[src/rtl/param_updown_counter.sv]
// param_updown_counter
//   Parametrised synchronous up/down counter with programmable modulus
//   (0..MAX_VAL), count enable, parallel load with clamping, direction
//   select, combinational terminal-count flag and a registered wrap pulse.
//   Priority on each rising clk edge: reset > load > en > hold.
//
//   Optional feature macro: COUNTER_SAT_EN
//     Defined   -> adds input sat and sticky output ovf. With sat=1 the count
//                  holds at the boundary instead of wrapping, and ovf is set.
//     Undefined -> no sat/ovf ports; the counter always wraps.
module param_updown_counter #(
    parameter int              WIDTH     = 4,
    parameter logic [WIDTH-1:0] MAX_VAL   = {WIDTH{1'b1}},
    parameter logic [WIDTH-1:0] RESET_VAL = '0
) (
    input  logic             clk,
    input  logic             reset,
    input  logic             en,
    input  logic             up_dn,
    input  logic             load,
    input  logic [WIDTH-1:0] load_val,
`ifdef COUNTER_SAT_EN
    input  logic             sat,
`endif
    output logic [WIDTH-1:0] count,
    output logic             tc,
    output logic             wrap
`ifdef COUNTER_SAT_EN
    ,
    output logic             ovf
`endif
);

    logic [WIDTH-1:0] carry;       // ripple chain: toggle bit i when carry[i]=1
    logic [WIDTH-1:0] stepped;     // count +/- 1 in plain binary
    logic [WIDTH-1:0] count_next;
    logic             wrap_next;
`ifdef COUNTER_SAT_EN
    logic             ovf_next;
`endif

    // Terminal count: the boundary the counter is heading towards right now.
    assign tc = up_dn ? (count == MAX_VAL) : (count == '0);

    // Ripple-carry incrementer/decrementer: a bit flips when every lower bit
    // equals the direction bit (all ones going up, all zeros going down).
    // The carry out of the top bit is never formed; the modulus is applied
    // by the boundary check below, not by the adder.
    always_comb begin
        carry    = '0;
        carry[0] = 1'b1;
        for (int i = 1; i < WIDTH; i++) begin
            carry[i] = carry[i-1] & (count[i-1] ~^ up_dn);
        end
        stepped = count ^ carry;
    end

    // Next-state selection in priority order load > en > hold (reset is
    // applied in the register process).
    always_comb begin
        // NOTE: every signal gets a default first so no path leaves it
        // unassigned -- otherwise synthesis infers a latch.
        count_next = count;
        wrap_next  = 1'b0;
`ifdef COUNTER_SAT_EN
        ovf_next   = ovf;
`endif
        if (load) begin
            count_next = (load_val > MAX_VAL) ? MAX_VAL : load_val;
`ifdef COUNTER_SAT_EN
            ovf_next   = 1'b0;
`endif
        end else if (en) begin
            if (!tc) begin
                count_next = stepped;
`ifdef COUNTER_SAT_EN
            end else if (sat) begin
                // Saturate: stay on the boundary and remember the attempt.
                count_next = count;
                ovf_next   = 1'b1;
`endif
            end else begin
                count_next = up_dn ? '0 : MAX_VAL;
                wrap_next  = 1'b1;
            end
        end
    end

    // Count register, wrap flop and (optionally) sticky overflow flop.
    always_ff @(posedge clk) begin
        // NOTE: sequential state uses non-blocking assignments so every flop
        // samples pre-edge values regardless of statement order.
        if (reset) begin
            count <= RESET_VAL;
            wrap  <= 1'b0;
`ifdef COUNTER_SAT_EN
            ovf   <= 1'b0;
`endif
        end else begin
            count <= count_next;
            wrap  <= wrap_next;
`ifdef COUNTER_SAT_EN
            ovf   <= ovf_next;
`endif
        end
    end

endmodule

[config.mk]
export PLATFORM = sky130hd
export DESIGN_NAME = param_updown_counter
export DESIGN_NICKNAME = d
export VERILOG_FILES = /design/src/rtl/param_updown_counter.sv
export SDC_FILE = /design/constraint.sdc
export NUM_CORES = 1
export LEC_CHECK = 0
export BUFFER_PORTS_ARGS = -buffer_cell sky130_fd_sc_hd__clkbuf_2
export CAP_MARGIN = 20
export CORE_AREA = 2 2 39 41
export CTS_BUF_LIST = sky130_fd_sc_hd__clkbuf_8
export DETAILED_ROUTE_END_ITERATION = 12
export DIE_AREA = 0 0 41 43
export GPL_ROUTABILITY_DRIVEN = 0
export PLACE_DENSITY = 0.52
export SYNTH_ARGS = -nofsm -noshare
export SYNTH_HDL_FRONTEND = slang
export SYNTH_SLANG_ARGS = --single-unit
[constraint.sdc]
create_clock -name clk -period 1.5 [get_ports clk]
set_input_delay 0.15 -clock clk [delete_from_list [all_inputs] [get_ports clk]]
set_output_delay 0.15 -clock clk [all_outputs]
set_load 0.01 [all_outputs]
==> Word level (Yosys, flattened, before mapping) <==
Cells that the tools add are included.
{ "totals": {"regBits": 5, "output_inout_bits": 6, "word_cells": 21} }
{ "op_classes": {"order_cmp": 1, "eq_ne": 1, "muxes": 7, "bitwise": 7, "reduce_logical": 3} }
{ "op_table": {"columns": ["op", "n"], "rows": [
  ["$mux W4", 5],
  ["$eq A4 B4 Y1 const B", 1],
  ["$gt A4 B4 Y1 const B", 1],
  ["$logic_not A4 Y1", 1],
  ["$xor A4 B4 Y4", 1],
  ["$reduce_or A3 Y1", 1],
  ["$xnor A1 B1 Y1", 3],
  ["$and A1 B1 Y1", 2],
  ["$mux W1", 2],
  ["$reduce_bool A2 Y1", 1],
  ["$not A1 Y1", 1]
]} }

==> Depth between registers and ports, before layout <==
{ "depth": {"ltp_word": 7, "mapped_depth": 4, "ltp_nobuf": 3} }

==> Worst setup path after synthesis <==
OpenSTA, ideal clock, no wires.
{ "synth_path": {"path_type": "register to register", "start": "register count[0]", "end": "register count[2]", "setup_ns": 0.103, "arrival_time_ns": 1.106, "required_time_ns": 1.397, "path_slack_ns": 0.290, "path_stages_with_launch": 4, "n_path_buf": 0, "synth_period_minus_slack_ns": 1.210, "path_cell_list": "dfxtp_1 -> nor3_1 -> o2111a_1 -> a2111oi_2"} }
{ "synth_via": {"elab_chain_len": 6} }
{ "synth_rtl": {"columns": ["element", "line", "text"], "rows": [
  ["start, declared", "25", "output logic [WIDTH-1:0] count,"],
  ["start signal, assigned", "100", "count <= count_next;"],
  ["$xnor A1 B1 Y1", "53", "carry[i] = carry[i-1] & (count[i-1] ~^ up_dn);"],
  ["$and A1 B1 Y1", "53", null],
  ["$xor A4 B4 Y4", "55", "stepped = count ^ carry;"],
  ["$mux W4 (*)", "74", "if (!tc) begin"],
  ["$mux W4 (*)", "73", "end else if (en) begin"],
  ["$mux W4 (*)", "68", "if (load) begin"]
]} }
Every way passes the cells marked *; elsewhere a longest branch is shown, timed or not. The select of a mux whose other input is x is not followed.
A chain may end at the register's enable or synchronous reset.

==> Final worst setup path <==
{ "layout_path": {"start": "register count[1]", "end": "output port tc"} }
{ "layout_via": {"elab_chain_len": 2} }
{ "layout_rtl": {"columns": ["element", "line", "text"], "rows": [
  ["$eq A4 B4 Y1 or $logic_not A4 Y1 (tied branches)", "43", "assign tc = up_dn ? (count == MAX_VAL) : (count == '0);"],
  ["$mux W1 (*)", "43", null],
  ["end, declared", "26", "output logic tc,"]
]} }
Every way passes the cells marked *; elsewhere a longest branch is shown, timed or not.

==> results.md <==
* R2r endpoint: count[3]
* Critical path's top delay family: flip-flops
* DRC Markers at 0
* Total vias in the final route at 327
* GRT Overall Usage at 10.8%
* First-pass GRT wire length at 1210 um
* P_leak at 0.213 nW
* Fmax achieved at 704 MHz
* 1st-iter DRT viols at 4
* Post-DR wirelength/cell at 11.4 um
* Synth Register Bits at 5
* Final period util at 94.7%
* CTS root buffer: clkbuf_8
* Nets at 63
* Initial Util at 23.4%
* Std-Cell Rows at 14
* Worst Path Required at 1.35 ns
* Slew HR at 81.0%
* Register area share after synthesis at 30.9%
* Worst Path Arrival at 1.27 ns
* Remaining antenna violation count after routing at 0
* I/O Buffers at 14
* Max-slew violations at 0
* Reg2reg start: count[1]
* Synth top area share at 30.9%
* Initial antenna violation count at 0
* Area grow syn2layout at 41.7%
* Total Neg Setup Slack at 0 ns
* PD cells at 1060 nW/um^2
* Multi-input logic area at 213 um^2
* Vias per cell at 4.74
* Worst Hold End: count[0]
* Crit Path Category: flip-flop to output pin
* Path depth of the worst reg2reg path at 3
* Worst-Margin Slew at 0.285 ns
* Cell variety after synth at 24
* Largest net degree at the start of global routing at 11
* CTS H-tree lvls at 1
* Mapped Area at 324 um^2
* Final Cell Area at 459 um^2
* Hold_sp: load_val[0]
* Area leader, netlist: dfxtp_1
* Layout fillers at 149
* Final critical-path required period at 1.42 ns
* Ys Warns at 0
* Share of layout cells above drive strength 1 at 39.6%
* Flop2flop setup slack at 0.24 ns
* DRT Pass-1 Iters at 2
* FF/Latch Area at 100 um^2
* Synth area leaders: dfxtp_1 31%, a2111oi_2 9.3%, and4_1 5.4%
* Syn Area/Cell at 8.76 um^2
* Syn_nets at 46
* Total CTS buffers at 3
* Overall power at 485 uW
* RSZ-0062 raised after global routing: no
* Ys flop type: dfxtp_1
* Critical path, cell by cell: and4_1 -> mux2_2 -> clkbuf_2
* Core Footprint at 1380 um^2
* CTS sink cnt at 5
* Synthesized instance count at 37
* Startpoint Class: flip-flop
* Deepest clock path buffer count at 2
* Antenna cells at 0
* Crit-path max cell delay at 0.47 ns
* Worst Hold Class: primary input to flip-flop
* Clock latency on the worst-skew pair at 0.22 ns
* Crit. End Element: output pin
* Die width at 41 um
* Die area at 1760 um^2
* Congestion Overflow GR at 0
* Final Hold Viols at 0
* Status: finished, final reports clean
* Hold path depth at 3
* Post-CTS Setup Repair Bufs at 0
* Number of synthesized flops with an enable pin at 0
* Clock transition at the registers of the reported paths at 0.03 ns
* CTS tree: built
* Vias in the first global route at 272
* Final setup vio count at 0
* CP Max Fanout at 7
* Clock Skews at 0.000540 ns
* Die Span Y at 43 um
* Core Util, Final at 33.2%
* Most frequent cell after synthesis: dfxtp_1
* CP Buf/Inv Count at 1
* DP Worst Slack at 0.276 ns
* Max Cap Viol at 0
* Setup WS post-layout at 0.0800 ns
* Post-Route WL at 786 um
* Synth top cells by count: 5 x dfxtp_1, 3 x inv_1, 3 x nor2_1
* I/O Pins at 15
* Async set-or-reset flop fraction in the synthesized netlist at 0%
* Slowest CP cell: dfxtp_1
* Placed Area at 405 um^2
* Max VDD drop at 0.000421 V
[final cells by class]
| type | count | area share, % |
|---|---|---|
| Timing Repair Buffer | 14 | 15.3 |
| Sequential cell | 5 | 21.8 |
| Multi-Input combinational cell | 27 | 46.3 |
| Inverter | 3 | 2.45 |
| Tap cell | 16 | 4.36 |
| Clock inverter | 1 | 0.817 |
| Clock buffer | 3 | 8.99 |
[logic make-up (layout without fill, tap and decap cells)]
logic type / Yosys count / after routing / synth area share, %
compound gates: 8 / 8 / 23.6
xor+xnor: 2 / 2 / 5.41
buf+inv: 5 / 21 / 6.17
flops: 5 / 5 / 30.9
mux: 1 / 1 / 3.47
simple gates: 16 / 16 / 30.5
[metal layers]
layer  vias to the layer above  global-route usage [%]  wire length (um)
li1                        172                       -                 -
met1                       144                    13.8               380
met2                        11                    12.8               341
met3                         0                    9.42                64
met4                         0                    4.00                 0
met5                         -                       0                 0
[through the flow]
step	hold slack, ns	cells
finish	0.154	69
global route	0.167	69
CTS	0.155	69
detailed placement	0.387	65
global placement	0.385	65
floorplan	0.219	37
[power by group]
part / leakage, nW / internal, mW / switching, mW
logic: 0.145 / 0.0399 / 0.0435
registers: 0.0413 / 0.144 / 0.0175
clock network: 0.0269 / 0.175 / 0.0652
total: 0.213 / 0.359 / 0.126
[registers in the layout, indices dropped and copies added, names as in the netlist]
register,flops
wrap,1
count,4
[what timing repair did]
item                                   4_1_cts  5_1_grt
setup endpoints to repair                    0        1
endpoints found under the hold margin        0        0
hold buffers                                 0        0
resized for setup                            0        1
[cell usage in the layout, fill, tap and decap left out]
cell       count
a2111oi_2      2
a31oi_1        1
nor4_4         1
mux2_2         1
nor3_1         2
o21ai_0        1
clkbuf_2      14
and3_1         2
nand2_1        2
xor2_1         1
nand2b_1       1
nor4b_1        1
xnor2_1        1
a21oi_1        1
o2111a_1       1
and4_1         2
dfxtp_1        5
a311o_1        1
nand3_1        1
o2111ai_1      1
clkbuf_8       3
or4_1          1
inv_1          4
nor2_1         3
[worst max-delay path by stage]
stage               startpoint        to  slack [ns]  cells after the start
global placement      count[0]        tc        0.27                      3
global route          count[0]        tc        0.01                      3
finish                count[1]        tc        0.08                      3
floorplan             count[0]  count[2]        0.29                      3
CTS                   count[0]        tc        0.03                      3
detailed placement    count[0]        tc        0.28                      3
[worst min-delay path, cell delays in order]
cell and delay (ns):
clkbuf_2 0.08, nand2_1 0.05, a21oi_1 0.05
Note: power is estimated with default switching activity, not from simulation.
